### src/rtl/memory_access.sv
// MEM pipeline stage: data-memory handshake, load formatting, store lane steering,
// access fault detection and the MEM/WB pipeline register.
module memory_access #(
  parameter int unsigned TIMEOUT = 16
) (
  input  logic        clk,
  input  logic        rst_n,
  input  logic        valid_M,
  input  logic        mem_read_M,
  input  logic        mem_write_M,
  input  logic [2:0]  funct3_M,
  input  logic [31:0] alu_result_M,
  input  logic [31:0] write_data_M,
  input  logic [31:0] pcPlus4_M,
  input  logic [1:0]  result_set_M,
  input  logic [4:0]  rd_M,
  input  logic        reg_write_M,
  output logic        stall_M,
  output logic        dmem_req,
  output logic        dmem_we,
  output logic [31:0] dmem_addr,
  output logic [3:0]  dmem_be,
  output logic [31:0] dmem_wdata,
  input  logic        dmem_ready,
  input  logic [31:0] dmem_rdata,
  output logic        valid_WB,
  output logic        reg_write_WB,
  output logic [4:0]  rd_WB,
  output logic [1:0]  result_set_WB,
  output logic [31:0] alu_result_WB,
  output logic [31:0] mem_data_WB,
  output logic [31:0] pcPlus4_WB,
  output logic        mem_exc_WB
);

  localparam int unsigned CNT_W = (TIMEOUT < 2) ? 1 : $clog2(TIMEOUT + 1);
  localparam logic [CNT_W-1:0] CNT_LAST = CNT_W'(TIMEOUT - 1);

  typedef enum logic {
    S_IDLE,
    S_WAIT
  } state_e;

  state_e           state_q, state_d;
  logic [CNT_W-1:0] cnt_q, cnt_d;

  logic        is_mem;
  logic [1:0]  lane;
  logic        bad;
  logic        access;
  logic        timeout;
  logic        exc;
  logic [7:0]  byte_sel;
  logic [15:0] half_sel;
  logic [31:0] load_fmt;
  logic [31:0] load_data;

  // Access qualification and fault detection
  always_comb begin
    is_mem  = mem_read_M | mem_write_M;
    lane    = alu_result_M[1:0];
    bad     = (funct3_M == 3'b011) | (funct3_M == 3'b110) | (funct3_M == 3'b111)
            | ((funct3_M[1:0] == 2'b01) & lane[0])
            | ((funct3_M[1:0] == 2'b10) & (lane != 2'b00));
    access  = valid_M & is_mem & ~bad;
    timeout = access & (state_q == S_WAIT) & (cnt_q >= CNT_LAST) & ~dmem_ready;
    stall_M = access & ~dmem_ready & ~timeout;
    exc     = (valid_M & is_mem & bad) | timeout;
  end

  // Bus request side; the wait counter starts at 1 on entry to WAIT so the
  // request cycle itself counts toward the timeout budget
  always_comb begin
    dmem_req   = access & rst_n;
    dmem_we    = access & mem_write_M;
    dmem_addr  = {alu_result_M[31:2], 2'b00};
    dmem_be    = 4'b0000;
    dmem_wdata = write_data_M;
    case (funct3_M[1:0])
      2'b00:   dmem_wdata = {4{write_data_M[7:0]}};
      2'b01:   dmem_wdata = {2{write_data_M[15:0]}};
      default: dmem_wdata = write_data_M;
    endcase
    if (access & mem_write_M) begin
      case (funct3_M[1:0])
        2'b00:   dmem_be = 4'b0001 << lane;
        2'b01:   dmem_be = lane[1] ? 4'b1100 : 4'b0011;
        2'b10:   dmem_be = 4'b1111;
        default: dmem_be = 4'b0000;
      endcase
    end
  end

  always_comb begin
    state_d = state_q;
    cnt_d   = cnt_q;
    case (state_q)
      S_IDLE: begin
        cnt_d = '0;
        if (access & ~dmem_ready) begin
          state_d = S_WAIT;
          cnt_d   = CNT_W'(1);
        end
      end
      S_WAIT: begin
        if (~access | dmem_ready | timeout) begin
          state_d = S_IDLE;
          cnt_d   = '0;
        end else begin
          cnt_d = cnt_q + CNT_W'(1);
        end
      end
      default: begin
        state_d = S_IDLE;
        cnt_d   = '0;
      end
    endcase
  end

  always_ff @(posedge clk or negedge rst_n) begin
    if (!rst_n) begin
      state_q <= S_IDLE;
      cnt_q   <= '0;
    end else begin
      state_q <= state_d;
      cnt_q   <= cnt_d;
    end
  end

  // Load alignment and extension
  always_comb begin
    case (lane)
      2'b00:   byte_sel = dmem_rdata[7:0];
      2'b01:   byte_sel = dmem_rdata[15:8];
      2'b10:   byte_sel = dmem_rdata[23:16];
      default: byte_sel = dmem_rdata[31:24];
    endcase
    half_sel = lane[1] ? dmem_rdata[31:16] : dmem_rdata[15:0];
    case (funct3_M)
      3'b000:  load_fmt = {{24{byte_sel[7]}}, byte_sel};
      3'b100:  load_fmt = {24'h000000, byte_sel};
      3'b001:  load_fmt = {{16{half_sel[15]}}, half_sel};
      3'b101:  load_fmt = {16'h0000, half_sel};
      3'b010:  load_fmt = dmem_rdata;
      default: load_fmt = 32'h0000_0000;
    endcase
    load_data = (access & mem_read_M & dmem_ready) ? load_fmt : 32'h0000_0000;
  end

  // MEM/WB register; a stall inserts a bubble while data fields hold
  always_ff @(posedge clk or negedge rst_n) begin
    if (!rst_n) begin
      valid_WB      <= 1'b0;
      reg_write_WB  <= 1'b0;
      rd_WB         <= 5'd0;
      result_set_WB <= 2'd0;
      alu_result_WB <= 32'h0000_0000;
      mem_data_WB   <= 32'h0000_0000;
      pcPlus4_WB    <= 32'h0000_0000;
      mem_exc_WB    <= 1'b0;
    end else if (stall_M) begin
      valid_WB     <= 1'b0;
      reg_write_WB <= 1'b0;
      mem_exc_WB   <= 1'b0;
    end else begin
      valid_WB      <= valid_M;
      reg_write_WB  <= reg_write_M & valid_M & ~exc;
      rd_WB         <= rd_M;
      result_set_WB <= result_set_M;
      alu_result_WB <= alu_result_M;
      mem_data_WB   <= load_data;
      pcPlus4_WB    <= pcPlus4_M;
      mem_exc_WB    <= exc;
    end
  end

endmodule

### config.mk
export PLATFORM = sky130hd
export DESIGN_NAME = memory_access
export DESIGN_NICKNAME = d
export VERILOG_FILES = /design/src/rtl/memory_access.sv
export SDC_FILE = /design/constraint.sdc
export NUM_CORES = 1
export LEC_CHECK = 0
export ABC_AREA = 1
export CAP_MARGIN = 20
export CORE_MARGIN = 3
export CORE_UTILIZATION = 43
export CTS_BUF_LIST = sky130_fd_sc_hd__clkbuf_16
export DETAILED_ROUTE_END_ITERATION = 8
export HOLD_SLACK_MARGIN = 0.1
export PLACE_DENSITY = 0.92
export SLEW_MARGIN = 30
export SYNTH_ARGS = -nofsm -noshare
export SYNTH_HDL_FRONTEND = slang
export SYNTH_SLANG_ARGS = --single-unit
### constraint.sdc
create_clock -name clk -period 3.8 [get_ports clk]
set_input_delay 0.95 -clock clk [delete_from_list [all_inputs] [get_ports clk]]
set_output_delay 0.95 -clock clk [all_outputs]
set_load 0.02 [all_outputs]
==> results_dict.tcl, run 1 <==
set metrics [dict create \
    async_flop_share 1.00 \
    yosys-top-cells-area "dfrtp_1 (46%), nand2_1 (21%), nand4_1 (11%), buf_4 (5.4%), nand3_1 (2.9%)" \
    h-tree-depth 3 \
    port_buffers 319 \
    area.growth.synth_to_final_pct 56.5 \
    ios 322 \
    core.rowCount 43 \
    maxSlewHeadroom 0.440 \
    reg2reg_to "pcPlus4_WB[10]" \
    worst_slew_pin_slew_ns 0.840 \
    min_path_cells 2 \
    finalPower_mw 3.07 \
    cts_tree "built" \
    final.period_utilization 0.977 \
    synth_top_area_frac 0.455 \
    grt_pass1_vias 6659 \
    critPathMaxFanout 5 \
    synth_top_cell_by_area "dfrtp_1" \
    vias 6899 \
    wl_met1_microns 8790 \
    clock_sinks 112 \
    synth_area_sq_mm 0.00616 \
    clock_path_buffers 2 \
    period_needed_ns 3.71 \
    cts_root_buffer "clkbuf_16" \
    postCtsHoldBufs 0 \
    reg2reg_depth 11 \
    synth_edf_count 0 \
    clk_pin_slew_ns 0.07 \
    drt_pass1_iterations 5 \
    slew_violations 0 \
    cp.required_ns 2.85 \
    worst_setup_path_end_kind "output pin" \
    seq_area_frac_synth 0.455 \
    synth.avg_cell_area_sq_um 7.48 \
    cap_viol_max_count 0 \
    grt_max_degree 107 \
    final_nets 1243 \
    min-delay-start "mem_data_WB[20]" \
    ys_types 27 \
    critPathKind "input port to output pin" \
    setup_viol 0 \
    grt_usage 0.289 \
    ant_nets 0 \
    status "finished clean" \
    dieArea_sq_mm 0.0158 \
    drc 0 \
    die_w_microns 126 \
    die_y_microns 126 \
    grt_pass1_wl_microns 36200 \
    cp.arrival_ns 2.76 \
    yosys_warnings 0 \
    r2r_start "cnt_q[0]" \
    fillers 1066 \
    startpoint_type "input port" \
    diodes 0 \
    finClkSkew_ns 0.0145 \
    vias_per_cell 5.39 \
    fin_area_sq_mm 0.00964 \
    timing.hold.worst.class "flop to flop" \
    worstSkewPairLatency_ns 0.36 \
    syn_inst 824 \
    wl_met2_microns 11700 \
    rrSetupSlack_ns 1.06 \
    maxUsedRoutingLayer "met4" \
    met3_length_microns 2200 \
    first_iter_violations 597 \
    ir_worst_vdd_mv 0.265 \
    hold_viol_final 0 \
    antenna_found_initial 0 \
    initial_core_util 0.442 \
    fp.coreArea_sq_mm 0.0139 \
    dpl.hpwl_microns 17500 \
    rsz0062_at_grt "no" \
    power.leakage_nw 4.91 \
    cts_buffers 9 \
    yosys-top-cells-count "nand2_1 (343), dfrtp_1 (112), nand4_1 (105)" \
    synth_most_common_cell "nand2_1" \
    routed_wl_microns 23900 \
    synth_ff_type "dfrtp_1" \
    powerDensity_mw_per_mm2 318 \
    grt-ovfl-total 0 \
    gp_congestion 1.00 \
    wire_per_inst_microns 18.7 \
    holdPathEnd "mem_data_WB[20]" \
    postPlaceCellArea_sq_mm 0.00927 \
    max_freq_mhz 269 \
    drive_gt1_frac 0.0609 \
    synth.ff_latch_count 112 \
]
-- how the worst max path moves through the flow --
stage / start / endpoint / depth (start not counted)
finish: funct3_M[0] / dmem_wdata[31] / 8
global route: funct3_M[0] / dmem_wdata[24] / 10
CTS: funct3_M[0] / dmem_wdata[24] / 8
detailed placement: funct3_M[0] / dmem_be[3] / 9
global placement: funct3_M[0] / dmem_be[3] / 9
floorplan: alu_result_M[0] / dmem_be[2] / 9
-- worst max-delay path, cell delays in order --
cell and delay (ns):
clkdlybuf4s50_1 0.59, inv_1 0.11, buf_4 0.15, nand2_2 0.12
clkinvlp_4 0.13, nand2_1 0.09, nand3_1 0.08, clkdlybuf4s50_1 0.54
-- metrics by stage --
stage / setup WS [ns] / utilization / cells / hold slack (ns) / setup TNS (ns)
2_1_floorplan: 0.661 / - / 825 / 0.538 / 0
3_3_place_gp: -0.0969 / 0.665 / 1259 / 0.505 / -0.672
3_5_place_dp: -0.115 / 0.665 / 1259 / 0.507 / -1.71
4_1_cts: -0.119 / 0.685 / 1275 / 0.526 / -1.42
5_1_grt: 0.0202 / 0.692 / 1281 / 0.552 / 0
6_report: 0.0876 / 0.692 / 1281 / 0.523 / 0
-- sequential cells by signal, indices dropped and copies added (netlist names), 2 cells and up --
| register | flops |
|---|---|
| alu_result_WB | 32 |
| cnt_q | 5 |
| mem_data_WB | 32 |
| pcPlus4_WB | 32 |
| rd_WB | 5 |
| result_set_WB | 2 |
-- cell usage in the layout, fill, tap and decap left out, types with 17 or more instances in the layout --
cell type          n
clkdlybuf4s50_1  296
o21ai_0           18
nand4_1          105
inv_1             41
buf_4             36
dfrtp_1          112
nand3_1           36
dlymetal6s2s_1    17
a21oi_1           20
nand2_1          340
nor2_1            27
-- cell type report --
class / count / area, sq um / share of cell area
clock inverters: 7 / 52.6 / 0.00545
repair inverters: 1 / 7.51 / 0.000779
inverters: 45 / 174 / 0.0180
multi-input cells: 571 / 2640 / 0.274
well taps: 180 / 225 / 0.0234
flip-flops and latches: 112 / 2800 / 0.291
repair buffers: 356 / 3510 / 0.364
clock buffers: 9 / 225 / 0.0234
-- report_power, final --
| group | internal, mW | switching [mW] |
|---|---|---|
| clock network | 0.453 | 0.463 |
| logic | 0.398 | 0.460 |
| registers | 1.26 | 0.0359 |
-- cell families (layout without fill, tap and decap cells) --
group / after synthesis / after routing / share of synthesized area
compound gates: 47 / 47 / 0.0416
simple gates: 519 / 519 / 0.377
fa+ha+maj: 2 / 2 / 0.00406
flops: 112 / 112 / 0.455
buf+inv: 142 / 418 / 0.120
xor+xnor: 1 / 1 / 0.00142
other cells: 1 / 2 / 0.000609
-- layer usage --
layer / vias up / track usage
met4: 0 / 0.149
met5: - / 0
met2: 410 / 0.490
met1: 3206 / 0.346
met3: 70 / 0.0640
li1: 3213 / -
-- what timing repair did --
item                       in CTS  in global routing
setup buffers                   0                  5
setup endpoints to repair      22                 18
gates cloned                    0                  1
hold endpoints to repair        0                  0
gates resized for setup         6                 20
Note: power is estimated with default switching activity, not from simulation.
==> run 2: changes to the inputs <==
--- a/config.mk
+++ b/config.mk
@@ -8,11 +8,11 @@
 export ABC_AREA = 1
 export CAP_MARGIN = 20
 export CORE_MARGIN = 3
-export CORE_UTILIZATION = 43
+export CORE_UTILIZATION = 24
 export CTS_BUF_LIST = sky130_fd_sc_hd__clkbuf_16
 export DETAILED_ROUTE_END_ITERATION = 8
 export HOLD_SLACK_MARGIN = 0.1
-export PLACE_DENSITY = 0.92
+export PLACE_DENSITY = 0.59
 export SLEW_MARGIN = 30
 export SYNTH_ARGS = -nofsm -noshare
 export SYNTH_HDL_FRONTEND = slang
==> run 2 against run 1 <==
Setup slack worse by 0.030 ns. First-iteration DRC count down 3.7%. Highest routed layer is now met5. Critical path type unchanged. Routed wire length up 1.1%.
==> results_dict.tcl, run 2 (synthesized netlist as in run 1, its figures left out) <==
set metrics [dict create \
    status "finished clean" \
    powerDensity_mw_per_mm2 317 \
    port_buffers 319 \
    clock_sinks 112 \
    cp.required_ns 2.85 \
    largestRegisters "alu_result_WB x32, mem_data_WB x32, pcPlus4_WB x32" \
    worst_slew_pin_slew_ns 0.793 \
    crit_family "buffers and inverters" \
    maxSlewHeadroom 0.472 \
    core.rowCount 58 \
    grt_max_degree 73 \
    area.growth.synth_to_final_pct 58.8 \
    reg2reg_depth 11 \
    critPathBufInv 4 \
    dieArea_sq_mm 0.0276 \
    critPathKind "input port to output pin" \
    timing.hold.worst.class "flop to flop" \
    r2r_start "cnt_q[0]" \
    grt-ovfl-total 0 \
    routed_wl_microns 24200 \
    fin_ws_ns 0.0581 \
    slew_violations 0 \
    antenna_found_initial 2 \
    slowest_delay_ns 0.58 \
    max_freq_mhz 267 \
    worst_setup_path_end_kind "output pin" \
    startpoint_type "input port" \
    place_ws_ns -0.183 \
    ant_nets 0 \
    rrSetupSlack_ns 1.05 \
    worst_path_max_delay_cell "clkdlybuf4s50_1" \
    clk_pin_slew_ns 0.08 \
    grt_use_met2 0.286 \
    layout_common_cells "nand2_1 (341), clkdlybuf4s50_1 (296), dfrtp_1 (112)" \
    min_path_cells 2 \
    p_int_mw 2.11 \
    combPwrFrac 0.271 \
    die_w_microns 166 \
    crit_chain "clkdlybuf4s50_1 -> inv_1 -> nand2_1 -> clkinvlp_2 -> nand2_1 -> nand3_1 -> clkdlybuf4s50_1" \
    postCtsHoldBufs 0 \
    dpl.hpwl_microns 18100 \
    finClkSkew_ns 0.0116 \
    final_cells 1432 \
    dp.cells 1411 \
    h-tree-depth 3 \
    grt_pass1_wl_microns 38100 \
    min-delay-start "mem_data_WB[0]" \
    final.period_utilization 0.985 \
    final_nets 1243 \
    cp.arrival_ns 2.79 \
    ir_worst_vdd_mv 0.224 \
    busiest_layer "met2" \
    vias_per_cell 4.66 \
    grtUsageMet3 0.0552 \
    wire_per_inst_microns 16.9 \
    worstSkewPairLatency_ns 0.36 \
    p_switching_uw 989 \
    clock_path_buffers 2 \
    die_y_microns 166 \
    fp.coreArea_sq_mm 0.0252 \
    cts_root_buffer "clkbuf_16" \
    ios 322 \
    hold_viol_final 0 \
    cts_buffers 9 \
    critPathMaxFanout 5 \
    cts_tree "built" \
    grt_usage 0.170 \
    period_needed_ns 3.74 \
    cap_viol_max_count 0 \
    drt_pass1_iterations 6 \
    final_common_cell "nand2_1" \
    reg2reg_to "cnt_q[4]" \
    vias 6666 \
    seq_power_share 0.416 \
    drive_gt1_frac 0.0627 \
    first_iter_violations 575 \
    clkPwrFrac 0.313 \
    setup_viol 0 \
    power.leakage_nw 4.79 \
    initial_core_util 0.245 \
    holdPathEnd "mem_data_WB[0]" \
    grt_pass1_vias 6595 \
    gp_congestion 0.911 \
    drc 0 \
    grt.met1_usage 0.211 \
    sw_frac_of_total 0.319 \
]
==> run 2: stage by stage <==
stage / hold WS (ns) / power [mW] / util / instance area, sq um / setup TNS [ns]
2_1_floorplan: 0.538 / 1.69 / - / 6160 / 0
3_3_place_gp: 0.510 / 2.17 / 0.376 / 9460 / -1.42
3_5_place_dp: 0.513 / 2.17 / 0.376 / 9460 / -1.72
4_1_cts: 0.534 / 3.16 / 0.388 / 9770 / 0
5_1_grt: 0.551 / 3.27 / 0.388 / 9780 / -0.0152
6_report: 0.525 / 3.10 / 0.389 / 9780 / 0
==> run 2: how the worst max path moves through the flow <==
stage	startpoint	end	slack, ns	cells after the start
3_3_place_gp	funct3_M[0]	dmem_be[2]	-0.18	9
6_report	funct3_M[0]	dmem_wdata[31]	0.06	7
3_5_place_dp	alu_result_M[0]	dmem_be[2]	-0.18	9
4_1_cts	funct3_M[0]	dmem_wdata[10]	0.003	6
5_1_grt	funct3_M[0]	dmem_wdata[31]	-0.02	7
2_1_floorplan	alu_result_M[0]	dmem_be[2]	0.66	9
==> run 2: worst register-to-register path, cell delays in order (launching register included) <==
cell     delay (ns)
dfrtp_1        0.42
ha_1           0.23
nand2_1        0.06
nor2_1         0.04
ha_1           0.16
nor2_1         0.09
nand2_1        0.11
nand2_4        0.08
buf_4          0.46
buf_4          0.61
nand4_1        0.26
nor2_1         0.15
==> run 2: layout make-up <==
type	count	area, sq um
Timing Repair inverter	1	5.00
Clock buffer	9	225
Fill cell	2606	15400
Multi-Input combinational cell	571	2640
Tap cell	330	413
Antenna cell	1	2.50
Sequential cell	112	2800
Inverter	45	174
Timing Repair Buffer	356	3450
Clock inverter	7	72.6
==> run 2: metal layers <==
layer,routed length [microns],part of all wire
met4,450,0.019
met3,2140,0.088
met1,10100,0.42
met5,10,0.00041
met2,11500,0.48
==> run 2: what timing repair did <==
item	CTS	global route
gates resized for setup	21	3
hold endpoints to repair	0	0
cloned	1	0
endpoints found under the setup margin	22	3
buffers inserted	3	0
==> run 2: power groups by stage <==
stage          combinational (mW)  sequential, mW  clock [mW]
2_1_floorplan               0.300            1.39           0
3_3_place_gp                0.855            1.31           0
3_5_place_dp                0.855            1.31           0
4_1_cts                     0.853            1.29        1.02
5_1_grt                     0.908            1.30        1.06
6_report                    0.841            1.29       0.971
==> run 3: changes to the inputs <==
--- a/config.mk
+++ b/config.mk
@@ -10,6 +10,7 @@
 export CORE_MARGIN = 3
 export CORE_UTILIZATION = 24
 export CTS_BUF_LIST = sky130_fd_sc_hd__clkbuf_16
+export CTS_CLUSTER_SIZE = 30
 export DETAILED_ROUTE_END_ITERATION = 8
 export HOLD_SLACK_MARGIN = 0.1
 export PLACE_DENSITY = 0.59
@@ -17,3 +18,4 @@
 export SYNTH_ARGS = -nofsm -noshare
 export SYNTH_HDL_FRONTEND = slang
 export SYNTH_SLANG_ARGS = --single-unit
+export TNS_END_PERCENT = 30
==> run 3 against run 2 <==
Combinational power about the same. Worst hold slack barely moved. Global-route usage is essentially flat. Count of clock-buffer cells in the layout is the same. Non-clock buffer count did not move. Power barely moved. Final cell count is the same. Via count grew 0.30%. First-iteration DRC count fell by 0.35%.
==> results_dict.tcl, run 3 (synthesized netlist as in run 1, its figures left out) <==
set metrics [dict create \
    grt_pass1_vias 6569 \
    wire_per_inst_microns 17.0 \
    seq_power_share 0.416 \
    busiest_layer "met2" \
    maxSlewHeadroom 0.469 \
    port_buffers 319 \
    p_switching_uw 988 \
    startpoint_type "input port" \
    cap_viol_max_count 0 \
    largestRegisters "alu_result_WB x32, mem_data_WB x32, pcPlus4_WB x32" \
    critPathMostFrequentCell "clkdlybuf4s50_1" \
    cts_tree "built" \
    combPwrFrac 0.272 \
    drc 0 \
    die_w_microns 166 \
    tns_ns 0 \
    vias_per_cell 4.67 \
    r2r_start "cnt_q[0]" \
    fin_ws_ns 0.0502 \
    grtUsageMet3 0.0552 \
    max_freq_mhz 267 \
    slowest_delay_ns 0.57 \
    drt_pass1_iterations 5 \
    gp_congestion 0.911 \
    antenna_found_initial 2 \
    drive_gt1_frac 0.0636 \
    cts_root_buffer "clkbuf_16" \
    grt.met1_usage 0.211 \
    powerDensity_mw_per_mm2 317 \
    whs_ns 0.525 \
    initial_core_util 0.245 \
    hold_viol_final 0 \
    status "finished clean" \
    final_common_cell "nand2_1" \
    clkPwrFrac 0.312 \
    dieArea_sq_mm 0.0276 \
    fin_area_sq_mm 0.00979 \
    rrSetupSlack_ns 1.05 \
    worst_slew_pin_slew_ns 0.797 \
    vias 6686 \
    clock_sinks 112 \
    grt_usage 0.169 \
    setup_viol 0 \
    startpoint "funct3_M[0]" \
    die_y_microns 166 \
    critPathKind "input port to output pin" \
    cp.arrival_ns 2.80 \
    final.period_utilization 0.987 \
    first_iter_violations 573 \
    clk_pin_slew_ns 0.08 \
    area.growth.synth_to_final_pct 58.9 \
    reg2reg_depth 11 \
    finClkSkew_ns 0.0134 \
    finalPower_mw 3.10 \
    dpl.hpwl_microns 18100 \
    place_ws_ns -0.183 \
    final_nets 1243 \
    grt_max_degree 73 \
    postPlaceCellArea_sq_mm 0.00946 \
    fp.coreArea_sq_mm 0.0252 \
    grt_use_met2 0.285 \
    crit_chain "clkdlybuf4s50_1 -> inv_1 -> nand2_2 -> clkinvlp_4 -> nand2_1 -> o211ai_1 -> clkdlybuf4s50_1" \
    critPathMaxFanout 6 \
    endpoint "dmem_wdata[27]" \
    min_path_cells 2 \
    ir_worst_vdd_mv 0.223 \
    clock_path_buffers 2 \
    power.leakage_nw 4.78 \
    ant_nets 0 \
    worst_path_max_delay_cell "clkdlybuf4s50_1" \
    ios 322 \
    grt-ovfl-total 0 \
    layout_common_cells "nand2_1 (340), clkdlybuf4s50_1 (297), dfrtp_1 (112)" \
    cts_buffers 9 \
    worst_setup_path_end_kind "output pin" \
    slew_violations 0 \
    timing.hold.worst.class "flop to flop" \
    reg2reg_to "cnt_q[4]" \
    grt_pass1_wl_microns 38000 \
    core.rowCount 58 \
    cp.required_ns 2.85 \
    postCtsHoldBufs 0 \
    p_int_mw 2.11 \
    routed_wl_microns 24300 \
    period_needed_ns 3.75 \
    worstSkewPairLatency_ns 0.36 \
    h-tree-depth 3 \
    sw_frac_of_total 0.319 \
]
-- run 3: power by group through the flow --
stage	combinational, mW	sequential (mW)	clock (mW)
finish	0.843	1.29	0.969
global route	0.910	1.30	1.06
CTS	0.851	1.29	1.02
detailed placement	0.855	1.31	0
global placement	0.855	1.31	0
floorplan	0.300	1.39	0
-- run 3: cell type report --
type | count | area (sq um)
clock buffer | 9 | 225
multi-input combinational | 571 | 2640
inverter | 45 | 174
clock inverter | 7 | 72.6
fill | 2608 | 15400
timing repair buffer | 356 | 3450
tap | 330 | 413
timing repair inverter | 1 | 7.51
antenna | 1 | 2.50
sequential | 112 | 2800
-- run 3: metal layers --
metal	part of all wire	vias up
met5	0.00041	-
met4	0.021	2
met3	0.089	31
met2	0.48	303
met1	0.41	3124
li1	-	3226
-- run 3: repair_timing --
item,CTS,global route
buffers inserted,2,1
gates cloned,0,1
gates resized for setup,21,4
endpoints found under the setup margin,22,5
pin swaps,0,0
-- run 3: worst min-delay path by stage --
stage | from | endpoint | slack, ns
floorplan | cnt_q[0] | cnt_q[0] | 0.54
CTS | mem_data_WB[0] | mem_data_WB[0] | 0.53
detailed placement | mem_data_WB[0] | mem_data_WB[0] | 0.51
finish | mem_data_WB[0] | mem_data_WB[0] | 0.52
global placement | mem_data_WB[0] | mem_data_WB[0] | 0.51
global route | alu_result_WB[20] | alu_result_WB[20] | 0.55
-- run 3: stage by stage --
| step | cells | util |
|---|---|---|
| after detailed placement | 1411 | 0.376 |
| after CTS | 1429 | 0.388 |
| after global routing | 1431 | 0.389 |
| after floorplan | 825 | - |
| after global placement | 1411 | 0.376 |
| final | 1432 | 0.389 |
-- run 3: critical path, delay by kind of cell --
family                 cells  cell delay (ns)
buffers and inverters      4             1.46
AO/OA/AOI/OAI              1             0.09
AND/OR/NAND/NOR            2             0.29
